`config.mk`:
```
export PLATFORM = sky130hd
export DESIGN_NAME = parallel_mac
export DESIGN_NICKNAME = d
export VERILOG_FILES = /design/src/rtl/parallel_mac_pkg.sv /design/src/rtl/mac_lane_sum.sv /design/src/rtl/parallel_mac.sv
export SDC_FILE = /design/constraint.sdc
export NUM_CORES = 1
export LEC_CHECK = 0
export BUFFER_PORTS_ARGS = -buffer_cell sky130_fd_sc_hd__buf_2
export CAP_MARGIN = 40
export CORE_MARGIN = 2
export CORE_UTILIZATION = 34
export CTS_CLUSTER_DIAMETER = 50
export CTS_CLUSTER_SIZE = 12
export DETAILED_ROUTE_END_ITERATION = 7
export PLACE_DENSITY_LB_ADDON = 0.08
export SYNTH_ARGS = -nofsm -noshare
export SYNTH_HDL_FRONTEND = slang
export SYNTH_SLANG_ARGS = --single-unit
```
`constraint.sdc`:
```
create_clock -name clk -period 19.2 [get_ports clk]
set_input_delay 3.84 -clock clk [delete_from_list [all_inputs] [get_ports clk]]
set_output_delay 3.84 -clock clk [all_outputs]
set_load 0.02 [all_outputs]
```
`src/rtl/parallel_mac_pkg.sv`:
```
// rtl/parallel_mac_pkg.sv - shared states, default sizes and beat-count helper for the dot-product engine
package parallel_mac_pkg;

  typedef enum logic [1:0] {
    ST_IDLE = 2'd0,
    ST_RUN  = 2'd1,
    ST_DONE = 2'd2
  } state_t;

  localparam int DEF_PARALLEL = 1;
  localparam int DEF_N_ELEM   = 25;
  localparam int DEF_DATA_W   = 8;
  localparam int DEF_ACC_W    = 16;

  function automatic int beat_count(input int n_elem, input int parallel);
    return (n_elem + parallel - 1) / parallel;
  endfunction

endpackage

```
`src/rtl/mac_lane_sum.sv`:
```
// rtl/mac_lane_sum.sv - combinational sum of lane products for one beat, padding lanes masked
module mac_lane_sum #(
  parameter int PARALLEL = 1,
  parameter int N_ELEM   = 25,
  parameter int DATA_W   = 8,
  parameter int BEAT_W   = 5,
  parameter int SUM_W    = 2 * DATA_W + $clog2(PARALLEL)
) (
  input  logic [PARALLEL*DATA_W-1:0] din_a,
  input  logic [PARALLEL*DATA_W-1:0] din_b,
  input  logic [BEAT_W-1:0]          beat,
  output logic [SUM_W-1:0]           sum
);

  logic [SUM_W-1:0]    lane_total;
  logic [2*DATA_W-1:0] op_a;
  logic [2*DATA_W-1:0] op_b;
  logic [2*DATA_W-1:0] prod;
  int                  idx;

  always_comb begin
    lane_total = '0;
    op_a       = '0;
    op_b       = '0;
    prod       = '0;
    idx        = 0;
    for (int j = 0; j < PARALLEL; j++) begin
      idx  = int'(beat) * PARALLEL + j;
      op_a = {{DATA_W{1'b0}}, din_a[j*DATA_W +: DATA_W]};
      op_b = {{DATA_W{1'b0}}, din_b[j*DATA_W +: DATA_W]};
      prod = op_a * op_b;
      // Lanes past the last element carry source padding and must not contribute.
      if (idx < N_ELEM) begin
        lane_total = lane_total + SUM_W'(prod);
      end
    end
  end

  assign sum = lane_total;

endmodule

```
`src/rtl/parallel_mac.sv`:
```
// rtl/parallel_mac.sv - fixed-length dot-product engine: FSM, beat counter and wrapping accumulator
module parallel_mac
  import parallel_mac_pkg::*;
#(
  parameter int PARALLEL = DEF_PARALLEL,
  parameter int N_ELEM   = DEF_N_ELEM,
  parameter int DATA_W   = DEF_DATA_W,
  parameter int ACC_W    = DEF_ACC_W
) (
  input  logic                       clk,
  input  logic                       rst_b,
  input  logic                       start,
  input  logic [PARALLEL*DATA_W-1:0] din_a,
  input  logic [PARALLEL*DATA_W-1:0] din_b,
  output logic [ACC_W-1:0]           dout,
  output logic                       done
);

  localparam int BEATS  = beat_count(N_ELEM, PARALLEL);
  localparam int BEAT_W = (BEATS > 1) ? $clog2(BEATS) : 1;
  localparam int SUM_W  = 2 * DATA_W + $clog2(PARALLEL);

  state_t            state_q, state_d;
  logic [BEAT_W-1:0] beat_q, beat_d;
  logic [ACC_W-1:0]  acc_q, acc_d;
  logic [SUM_W-1:0]  lane_sum;

  mac_lane_sum #(
    .PARALLEL (PARALLEL),
    .N_ELEM   (N_ELEM),
    .DATA_W   (DATA_W),
    .BEAT_W   (BEAT_W),
    .SUM_W    (SUM_W)
  ) u_lane_sum (
    .din_a (din_a),
    .din_b (din_b),
    .beat  (beat_q),
    .sum   (lane_sum)
  );

  // beat_q is zero whenever IDLE, so the first beat is consumed on the start edge.
  always_comb begin
    state_d = state_q;
    beat_d  = beat_q;
    acc_d   = acc_q;
    case (state_q)
      ST_IDLE: begin
        if (start) begin
          acc_d = ACC_W'(lane_sum);
          if (BEATS == 1) begin
            state_d = ST_DONE;
            beat_d  = '0;
          end else begin
            state_d = ST_RUN;
            beat_d  = BEAT_W'(1);
          end
        end
      end
      ST_RUN: begin
        acc_d = acc_q + ACC_W'(lane_sum);
        if (beat_q == BEAT_W'(BEATS - 1)) begin
          state_d = ST_DONE;
          beat_d  = '0;
        end else begin
          beat_d = beat_q + BEAT_W'(1);
        end
      end
      ST_DONE: begin
        if (!start) begin
          state_d = ST_IDLE;
        end
      end
      default: begin
        state_d = ST_IDLE;
        beat_d  = '0;
      end
    endcase
  end

  always_ff @(posedge clk) begin
    if (rst_b) begin
      state_q <= ST_IDLE;
      beat_q  <= '0;
      acc_q   <= '0;
    end else begin
      state_q <= state_d;
      beat_q  <= beat_d;
      acc_q   <= acc_d;
    end
  end

  assign dout = acc_q;
  assign done = (state_q == ST_DONE);

endmodule

```
==> flow_metrics.env, run 1 <==
export IMPL_outcome="finished, final reports clean"
export IMPL_dp_slack_ns=9.63
export IMPL_seqPwrFrac=0.112
export IMPL_htreeDepth=1
export IMPL_ys_warn_count=0
export IMPL_grt_pass1_vias=3359
export IMPL_ant_nets=0
export IMPL_powerDensity_mw_per_mm2=144
export IMPL_dieArea_mm2=0.0129
export IMPL_fmax_ghz=0.107
export IMPL_coreArea_mm2=0.0119
export IMPL_final_layout_size_suffix_gt1_frac=0.114
export IMPL_path_clk_slew_ns=0.07
export IMPL_ys_flop_type="dfxtp_1"
export IMPL_synth_largest_area_cell="fa_1"
export IMPL_slew_viol_final=0
export IMPL_io_pins=36
export IMPL_grt_pass1_wl_um=16800
export IMPL_drt_total_wl_um=10100
export IMPL_synth_edf_count=0
export IMPL_cts_tree="yes"
export IMPL_holdCritStartpoint="dout[3]$_SDFFE_PP0P_"
export IMPL_route_vias_total=3512
export IMPL_drt_iter0_drc=159
export IMPL_clockBufferDepth=2
export IMPL_p_int_uw=307
export IMPL_gr_total_overflow=0
export IMPL_rsz0062_at_grt="false"
export IMPL_avgViaCountPerCell=5.28
export IMPL_wl_per_cell_um=15.2
export IMPL_p_leak_nw=2.21
export IMPL_sw_frac_of_total=0.521
export IMPL_synth_cell_types=63
export IMPL_grtUsageTotal=0.161
export IMPL_period_needed_ns=9.32
export IMPL_synth_area_mm2=0.00409
export IMPL_met1_usage=0.232
export IMPL_postCtsSetupBuffers=0
export IMPL_grt_max_degree=21
export IMPL_rows=40
export IMPL_dr_pass1_iters=6
export IMPL_clkLatencyLatePin_ns=0.26
export IMPL_tns_ns=0
export IMPL_cts_sinks=23
export IMPL_diodes=0
export IMPL_cts_hold_buf=0
export IMPL_port_buffers=35
export IMPL_gr_max_usage_layer="met2"
export IMPL_antenna_found_initial=0
export IMPL_gp_congestion=0.825
export IMPL_setup_slack_ns=9.88
export IMPL_synth_most_common_cell="inv_1"
export IMPL_setup_viol=0
export IMPL_place_inst=661
export IMPL_die_y_um=114
export IMPL_synth_area_top_cells="fa_1 18%, ha_1 16%, dfxtp_1 11%"
export IMPL_numCtsBuffers=3
export IMPL_final_cells=665
export IMPL_ir_drop_mv=0.0770
export IMPL_area_growth_pct=8.93
export IMPL_hold_violations=0
export IMPL_syn_area_per_cell_um2=8.34
export IMPL_layout_nets=628
export IMPL_hpwl_um=8190
export IMPL_worst_slew_pin_transition_ns=0.666
export IMPL_pwr_share_clk=0.075
export IMPL_startpoint="din_a[1]"
export IMPL_comb_power_share=0.813
export IMPL_finClkSkew_ns=0.00425
export IMPL_critPathKind="primary input to flip-flop"
export IMPL_crit_path_end_kind="flip-flop"
export IMPL_start_kind="primary input"
export IMPL_holdCritPathClass="flip-flop to flip-flop"
export IMPL_drc=0
export IMPL_ctsResizeCount=0
export IMPL_initial_core_util=0.345
export IMPL_use_met3=0.0159
export IMPL_power_switching_uw=334
export IMPL_syn_inst=491
export IMPL_crit_arrival_ns=9.51
export IMPL_ys_ff_latch=23
export IMPL_n_fill_cell=1255
export IMPL_fin_crit_sh=0.486
export IMPL_worstPathRequired_ns=19.39
export IMPL_yosysTopAreaCellShare=0.181
export IMPL_synth_seq_area_share=0.113
export IMPL_syn_nets=600
export IMPL_ys_top_cells_by_count="67 x inv_1, 59 x and2_1, 53 x ha_1, 37 x fa_1, 33 x nand2_1"
export IMPL_maxCapViolCount=0
export IMPL_crit_fanout=8
export IMPL_root_buffer="clkbuf_16"
export IMPL_use_met2=0.268
export IMPL_synthArstFlopShare=0
export IMPL_die_w_um=114
export IMPL_r2r_start="beat_q[0]$_SDFFE_PP0P_"
export IMPL_slew_headroom=0.556
power groups by stage:
stage / clock, mW / sequential [mW] / combinational (mW)
2_1_floorplan: 0 / 0.0829 / 0.400
3_3_place_gp: 0 / 0.0723 / 0.520
3_5_place_dp: 0 / 0.0728 / 0.519
4_1_cts: 0.0494 / 0.0718 / 0.524
5_1_grt: 0.0515 / 0.0736 / 0.589
6_report: 0.0480 / 0.0716 / 0.521
layout make-up:
class,instances,area (µm²),share of cell area
clock buffers,3,75.1,0.0168
clock inverters,1,5.00,0.00112
inverters,67,251,0.0564
multi-input cells,387,3290,0.738
flip-flops and latches,23,460,0.103
well taps,147,184,0.0413
repair buffers,37,190,0.0427
layout by cell type, fill, tap and decap left out, drive strengths merged, types with 4 or more instances in the layout:
master and count:
nor3 12, xor2 8, nand3 10, dfxtp 23, ha 53, a21o 13
a311oi 4, o21ai 20, o21a 4, o221ai 5, nor2 23, inv 67
nor2b 4, fa 37, a211oi 7, buf 37, o211ai 4, and2 60
xnor2 9, a21oi 29, nand2 33, and3 6, a31oi 5
logic make-up after synthesis:
family	after synthesis	synth area share
flip-flops	23	0.113
AND/OR/NAND/NOR	158	0.205
AO/OA/AOI/OAI	118	0.208
adder cells (fa/ha/maj)	90	0.343
XOR/XNOR	17	0.0364
buffers and inverters	81	0.0832
multiplexers	4	0.0113
critical path, stage by stage:
cell	delay, ns
buf_2	0.15
and2_1	0.18
fa_1	0.51
fa_1	0.52
fa_1	0.55
inv_1	0.05
fa_1	0.52
inv_1	0.04
ha_1	0.34
o21ai_0	0.30
o21ai_0	0.12
a21oi_1	0.30
o21ai_0	0.21
xnor2_1	0.18
nor2_1	0.06
ha_1	0.37
a21o_1	0.18
a21oi_1	0.16
o22ai_1	0.12
a311oi_2	0.27
nand3_1	0.11
mux2_4	0.27
a31oi_2	0.15
metrics by stage:
stage | total power [mW] | instance area [µm²] | util | hold slack [ns]
after global placement | 0.592 | 4380 | 0.369 | 0.467
after global routing | 0.714 | 4460 | 0.376 | 0.519
after CTS | 0.645 | 4460 | 0.376 | 0.485
after floorplan | 0.482 | 4090 | - | 0.513
final | 0.641 | 4460 | 0.376 | 0.483
after detailed placement | 0.592 | 4380 | 0.369 | 0.475
sequential cells by signal, summed over array words and instances (netlist names):
signal / flops
state_q: 2
dout: 16
beat_q: 5
final timing paths:
kind	cells past startpoint	slack, ns	endpoint
worst min-delay path	2	0.48	dout[3]$_SDFFE_PP0P_
worst min register to register	2	0.48	dout[3]$_SDFFE_PP0P_
worst max register to register	12	15.71	dout[10]$_SDFFE_PP0P_
worst max-delay path	23	9.88	dout[15]$_SDFFE_PP0P_
routing by layer:
metal | vias to the layer above | wire [µm]
li1 | 1743 | -
met1 | 1727 | 4990
met2 | 36 | 4840
met3 | 6 | 198
met4 | 0 | 82
met5 | - | 0
(Power assumes the default switching activity.)
==> run 2, diff against run 1 <==
Settings changed: ABC_AREA set to 1.
Clock period 19.2 ns to 8.9 ns, I/O delays scaled along.
==> flow_metrics.env, run 2 <==
export IMPL_outcome="finished, final reports clean"
export IMPL_tns_ns=0
export IMPL_mostFrequentLayoutCell="nand2_1"
export IMPL_powerDensity_mw_per_mm2=293
export IMPL_ctsResizeCount=0
export IMPL_path_clk_slew_ns=0.07
export IMPL_slew_viol_final=0
export IMPL_drt_total_wl_um=11000
export IMPL_pwr_share_clk=0.073
export IMPL_io_pins=36
export IMPL_seqPwrFrac=0.103
export IMPL_largest_reg_flops=16
export IMPL_cts_tree="yes"
export IMPL_dr_pass1_iters=4
export IMPL_fin_crit_sh=0.720
export IMPL_p_leak_nw=3.08
export IMPL_initial_core_util=0.351
export IMPL_synthArstFlopShare=0
export IMPL_holdCritPathClass="flip-flop to flip-flop"
export IMPL_worst_slew_pin_transition_ns=0.507
export IMPL_wl_per_cell_um=12.1
export IMPL_maxCapViolCount=0
export IMPL_postCtsSetupBuffers=0
export IMPL_slew_headroom=0.662
export IMPL_fmax_ghz=0.156
export IMPL_die_w_um=119
export IMPL_power_switching_uw=809
export IMPL_numCtsBuffers=3
export IMPL_met1_usage=0.239
export IMPL_die_y_um=119
export IMPL_placed_cell_area_mm2=0.00476
export IMPL_avgViaCountPerCell=4.58
export IMPL_area_growth_pct=8.55
export IMPL_ys_warn_count=0
export IMPL_coreArea_mm2=0.0127
export IMPL_ys_top_cells_by_count="209 x nand2_1, 189 x inv_1, 53 x ha_1, 45 x nand3_1"
export IMPL_cp_common_cell="nand2_1"
export IMPL_ys_ff_latch=23
export IMPL_syn_area_per_cell_um2=6.22
export IMPL_gr_max_usage_layer="met2"
export IMPL_ir_drop_mv=0.140
export IMPL_synth_cell_types=31
export IMPL_rows=41
export IMPL_crit_slowest_cell="fa_1"
export IMPL_ys_flop_type="dfxtp_1"
export IMPL_htreeDepth=1
export IMPL_final_design_area_no_fill_mm2=0.00484
export IMPL_gr_total_overflow=0
export IMPL_critPathKind="primary input to flip-flop"
export IMPL_synth_area_top_cells="nand2_1 18%, fa_1 17%, inv_1 16%"
export IMPL_slowest_delay_ns=0.54
export IMPL_grt_pass1_vias=4001
export IMPL_synth_edf_count=0
export IMPL_synth_area_mm2=0.00446
export IMPL_layout_common_cells="209 x nand2_1, 189 x inv_1, 53 x ha_1"
export IMPL_yosysTopAreaCellShare=0.176
export IMPL_synth_seq_area_share=0.103
export IMPL_use_met3=0.0227
export IMPL_cts_sinks=23
export IMPL_rsz0062_at_grt="false"
export IMPL_drt_iter0_drc=215
export IMPL_grtUsageTotal=0.166
export IMPL_syn_inst=717
export IMPL_final_layout_size_suffix_gt1_frac=0.0816
export IMPL_route_vias_total=4157
export IMPL_n_fill_cell=1480
export IMPL_clockBufferDepth=2
export IMPL_hold_violations=0
export IMPL_dieArea_mm2=0.0141
export IMPL_crit_arrival_ns=6.58
export IMPL_synth_largest_area_cell="nand2_1"
export IMPL_finClkSkew_ns=0.00605
export IMPL_start_kind="primary input"
export IMPL_cp_num_buf_inv=6
export IMPL_comb_power_share=0.824
export IMPL_period_needed_ns=6.41
export IMPL_diodes=0
export IMPL_clkLatencyLatePin_ns=0.27
export IMPL_crit_fanout=8
export IMPL_gp_congestion=0.870
export IMPL_critPathTopFamily="adder cells"
export IMPL_ant_nets=0
export IMPL_hpwl_um=9180
export IMPL_synth_most_common_cell="nand2_1"
export IMPL_drc=0
export IMPL_port_buffers=35
export IMPL_syn_nets=826
export IMPL_rrSetupSlack_ns=6.30
export IMPL_grt_pass1_wl_um=19300
export IMPL_root_buffer="clkbuf_16"
export IMPL_p_int_uw=609
export IMPL_antenna_found_initial=0
export IMPL_worstPathRequired_ns=9.07
export IMPL_use_met2=0.272
export IMPL_setup_viol=0
export IMPL_cts_hold_buf=0
export IMPL_crit_path_end_kind="flip-flop"
export IMPL_layout_nets=845
export IMPL_sw_frac_of_total=0.571
export IMPL_grt_max_degree=24
## run 2: cell types whose count changed in the layout (fill, tap and decap cells not counted), moves of 6 or more
cell     before  now
nand2_1      33  209
inv_1        67  189
and2_1       59    1
nand3_1      10   45
a21o_1       13    0
nor2_1       23   32
nor3_1       12    3
a21oi_1      29   37
nand4_1       2    8
## run 2: through the flow
stage / util / cells / setup WS [ns] / hold slack (ns) / total power, mW
after floorplan: - / 717 / 2.53 / 0.474 / 1.07
after global placement: 0.375 / 903 / 2.21 / 0.476 / 1.32
after detailed placement: 0.375 / 903 / 2.17 / 0.484 / 1.32
after CTS: 0.381 / 907 / 2.45 / 0.492 / 1.43
after global routing: 0.381 / 907 / 2.12 / 0.505 / 1.62
final: 0.381 / 907 / 2.49 / 0.487 / 1.42
## run 2: logic make-up after synthesis
kind of cell	after synthesis	synth area share
adder cells (fa/ha/maj)	90	0.315
buffers and inverters	218	0.188
XOR/XNOR	10	0.0196
AND/OR/NAND/NOR	311	0.293
AO/OA/AOI/OAI	65	0.0821
flip-flops	23	0.103
## run 2: path summary, 6_finish.rpt
check / startpoint / end / cells after the start
max: din_a[0] / dout[15]$_SDFFE_PP0P_ / 30
min: dout[8]$_SDFFE_PP0P_ / dout[8]$_SDFFE_PP0P_ / 2
max reg2reg: beat_q[3]$_SDFFE_PP0P_ / dout[15]$_SDFFE_PP0P_ / 18
min reg2reg: dout[8]$_SDFFE_PP0P_ / dout[8]$_SDFFE_PP0P_ / 2
## run 2: worst reg2reg max path: cells and delay by family (launching register included)
family,cells,cell delay [ns]
buffers and inverters,2,0.20
AO/OA/AOI/OAI,4,0.70
AND/OR/NAND/NOR,11,0.86
flip-flops,1,0.39
adder cells (fa/ha/maj),1,0.35
## run 2: cell type report
type                       instances  area (µm²)  area share
clock buffer                       3        75.1      0.0155
clock inverter                     1        5.00     0.00103
inverter                         195         734       0.152
multi-input combinational        476        3160       0.653
sequential                        23         460      0.0950
tap                              172         215      0.0444
timing repair buffer              37         190      0.0393
## run 2: metal layers
layer | share of wire | wire [µm]
met3 | 0.037 | 404
met1 | 0.51 | 5620
met5 | 0 | 0
met4 | 0.0053 | 58
met2 | 0.45 | 4900
## run 2: power by group through the flow
stage | Sequential (mW) | Combinational (mW) | Clock (mW)
final | 0.146 | 1.17 | 0.104
after global routing | 0.151 | 1.36 | 0.112
after CTS | 0.146 | 1.18 | 0.109
after detailed placement | 0.148 | 1.17 | 0
after global placement | 0.148 | 1.17 | 0
after floorplan | 0.168 | 0.902 | 0
==> run 3, diff against run 2 <==
Clock period 8.9 ns to 6.5 ns, I/O delays scaled along.
==> flow_metrics.env, run 3 (synthesized netlist as in run 2, its figures left out) <==
export IMPL_outcome="finished, final reports clean"
export IMPL_largest_reg_flops=16
export IMPL_crit_path_end_kind="flip-flop"
export IMPL_gp_congestion=0.869
export IMPL_hold_path_cell_count=2
export IMPL_hpwl_um=9300
export IMPL_slowest_delay_ns=0.55
export IMPL_setup_viol=0
export IMPL_drc=0
export IMPL_tns_ns=0
export IMPL_final_layout_size_suffix_gt1_frac=0.0829
export IMPL_start_kind="primary input"
export IMPL_power_switching_mw=1.10
export IMPL_dr_pass1_iters=5
export IMPL_holdCritPathClass="flip-flop to flip-flop"
export IMPL_rows=41
export IMPL_seqPwrFrac=0.103
export IMPL_ant_nets=0
export IMPL_initial_core_util=0.351
export IMPL_dieArea_mm2=0.0141
export IMPL_crit_fanout=8
export IMPL_grt_max_degree=24
export IMPL_ctsResizeCount=0
export IMPL_drt_iter0_drc=274
export IMPL_cts_tree="yes"
export IMPL_crit_slowest_cell="fa_1"
export IMPL_holdWs_ns=0.487
export IMPL_design_power_total_mw=1.94
export IMPL_io_pins=36
export IMPL_drt_total_wl_um=11000
export IMPL_sw_frac_of_total=0.570
export IMPL_layout_nets=846
export IMPL_comb_power_share=0.825
export IMPL_mostFrequentLayoutCell="nand2_1"
export IMPL_diodes=0
export IMPL_reg2reg_depth=18
export IMPL_grtUsageTotal=0.166
export IMPL_grt_pass1_vias=4093
export IMPL_avgViaCountPerCell=4.59
export IMPL_pwr_share_clk=0.072
export IMPL_wl_per_cell_um=12.1
export IMPL_powerDensity_mw_per_mm2=399
export IMPL_worst_slew_pin_transition_ns=0.562
export IMPL_n_fill_cell=1459
export IMPL_die_w_um=119
export IMPL_placed_cell_area_mm2=0.00477
export IMPL_clkLatencyLatePin_ns=0.26
export IMPL_numCtsBuffers=3
export IMPL_crit_arrival_ns=6.10
export IMPL_critPathKind="primary input to flip-flop"
export IMPL_root_buffer="clkbuf_16"
export IMPL_fmax_ghz=0.168
export IMPL_fin_crit_sh=0.913
export IMPL_route_vias_total=4169
export IMPL_hold_violations=0
export IMPL_slew_viol_final=0
export IMPL_rsz0062_at_grt="false"
export IMPL_period_needed_ns=5.94
export IMPL_final_design_area_no_fill_mm2=0.00485
export IMPL_cts_sinks=23
export IMPL_ir_drop_mv=0.182
export IMPL_grt_pass1_wl_um=19300
export IMPL_postCtsSetupBuffers=0
export IMPL_area_growth_pct=8.72
export IMPL_path_clk_slew_ns=0.06
export IMPL_p_int_uw=834
export IMPL_clockBufferDepth=2
export IMPL_worstPathRequired_ns=6.66
export IMPL_cp_common_cell="nand2_1"
export IMPL_coreArea_mm2=0.0127
export IMPL_htreeDepth=1
export IMPL_place_inst=904
export IMPL_slew_headroom=0.625
export IMPL_antenna_found_initial=0
export IMPL_die_y_um=119
export IMPL_gr_total_overflow=0
export IMPL_finClkSkew_ns=0.00203
export IMPL_cts_hold_buf=0
export IMPL_final_cells=908
export IMPL_maxCapViolCount=0
export IMPL_layout_common_cells="209 x nand2_1, 189 x inv_1, 53 x ha_1"
export IMPL_port_buffers=35
export IMPL_p_leak_nw=3.09
==> run 3: cell types whose count changed in the layout (fill, tap and decap cells not counted) <==
cell   before  now
buf_4       2    3
==> run 3: layer usage <==
metal  vias to the layer above  part of all wire  GRT usage
met1                      1916              0.51      0.234
met5                         -                 0          0
met3                         2             0.041     0.0232
li1                       2185                 -          -
met2                        66              0.45      0.283
met4                         0            0.0017    0.00967
==> run 3: worst paths after layout <==
kind,from,to,slack [ns]
max,din_b[7],dout[15]$_SDFFE_PP0P_,0.56
min,dout[13]$_SDFFE_PP0P_,dout[13]$_SDFFE_PP0P_,0.49
max reg2reg,beat_q[3]$_SDFFE_PP0P_,dout[15]$_SDFFE_PP0P_,3.90
min reg2reg,dout[13]$_SDFFE_PP0P_,dout[13]$_SDFFE_PP0P_,0.49
==> run 3: layout make-up <==
class | instances | area [µm²] | area share
inverters | 195 | 734 | 0.151
well taps | 172 | 215 | 0.0444
clock inverters | 1 | 5.00 | 0.00103
repair buffers | 38 | 198 | 0.0407
flip-flops and latches | 23 | 460 | 0.0949
multi-input cells | 476 | 3160 | 0.652
clock buffers | 3 | 75.1 | 0.0155
==> run 3: critical path: cells and delay by family <==
| kind | cells | cell delay [ns] |
|---|---|---|
| AOI/OAI and AO/OA | 1 | 0.17 |
| adders and majority gates | 6 | 2.78 |
| buffers and inverters | 6 | 0.43 |
| and+or+nand+nor | 17 | 1.42 |
==> run 3: power groups by stage <==
stage / logic (mW) / clock network [mW] / registers [mW]
final: 1.60 / 0.139 / 0.199
after global routing: 1.86 / 0.153 / 0.205
after CTS: 1.62 / 0.146 / 0.200
after detailed placement: 1.60 / 0 / 0.203
after global placement: 1.61 / 0 / 0.202
after floorplan: 1.24 / 0 / 0.231
==> run 3: per-stage QoR <==
stage / utilization / setup WS [ns]
4_1_cts: 0.381 / 0.524
3_5_place_dp: 0.375 / 0.250
3_3_place_gp: 0.375 / 0.294
5_1_grt: 0.381 / 0.186
6_report: 0.381 / 0.564
2_1_floorplan: - / 0.608
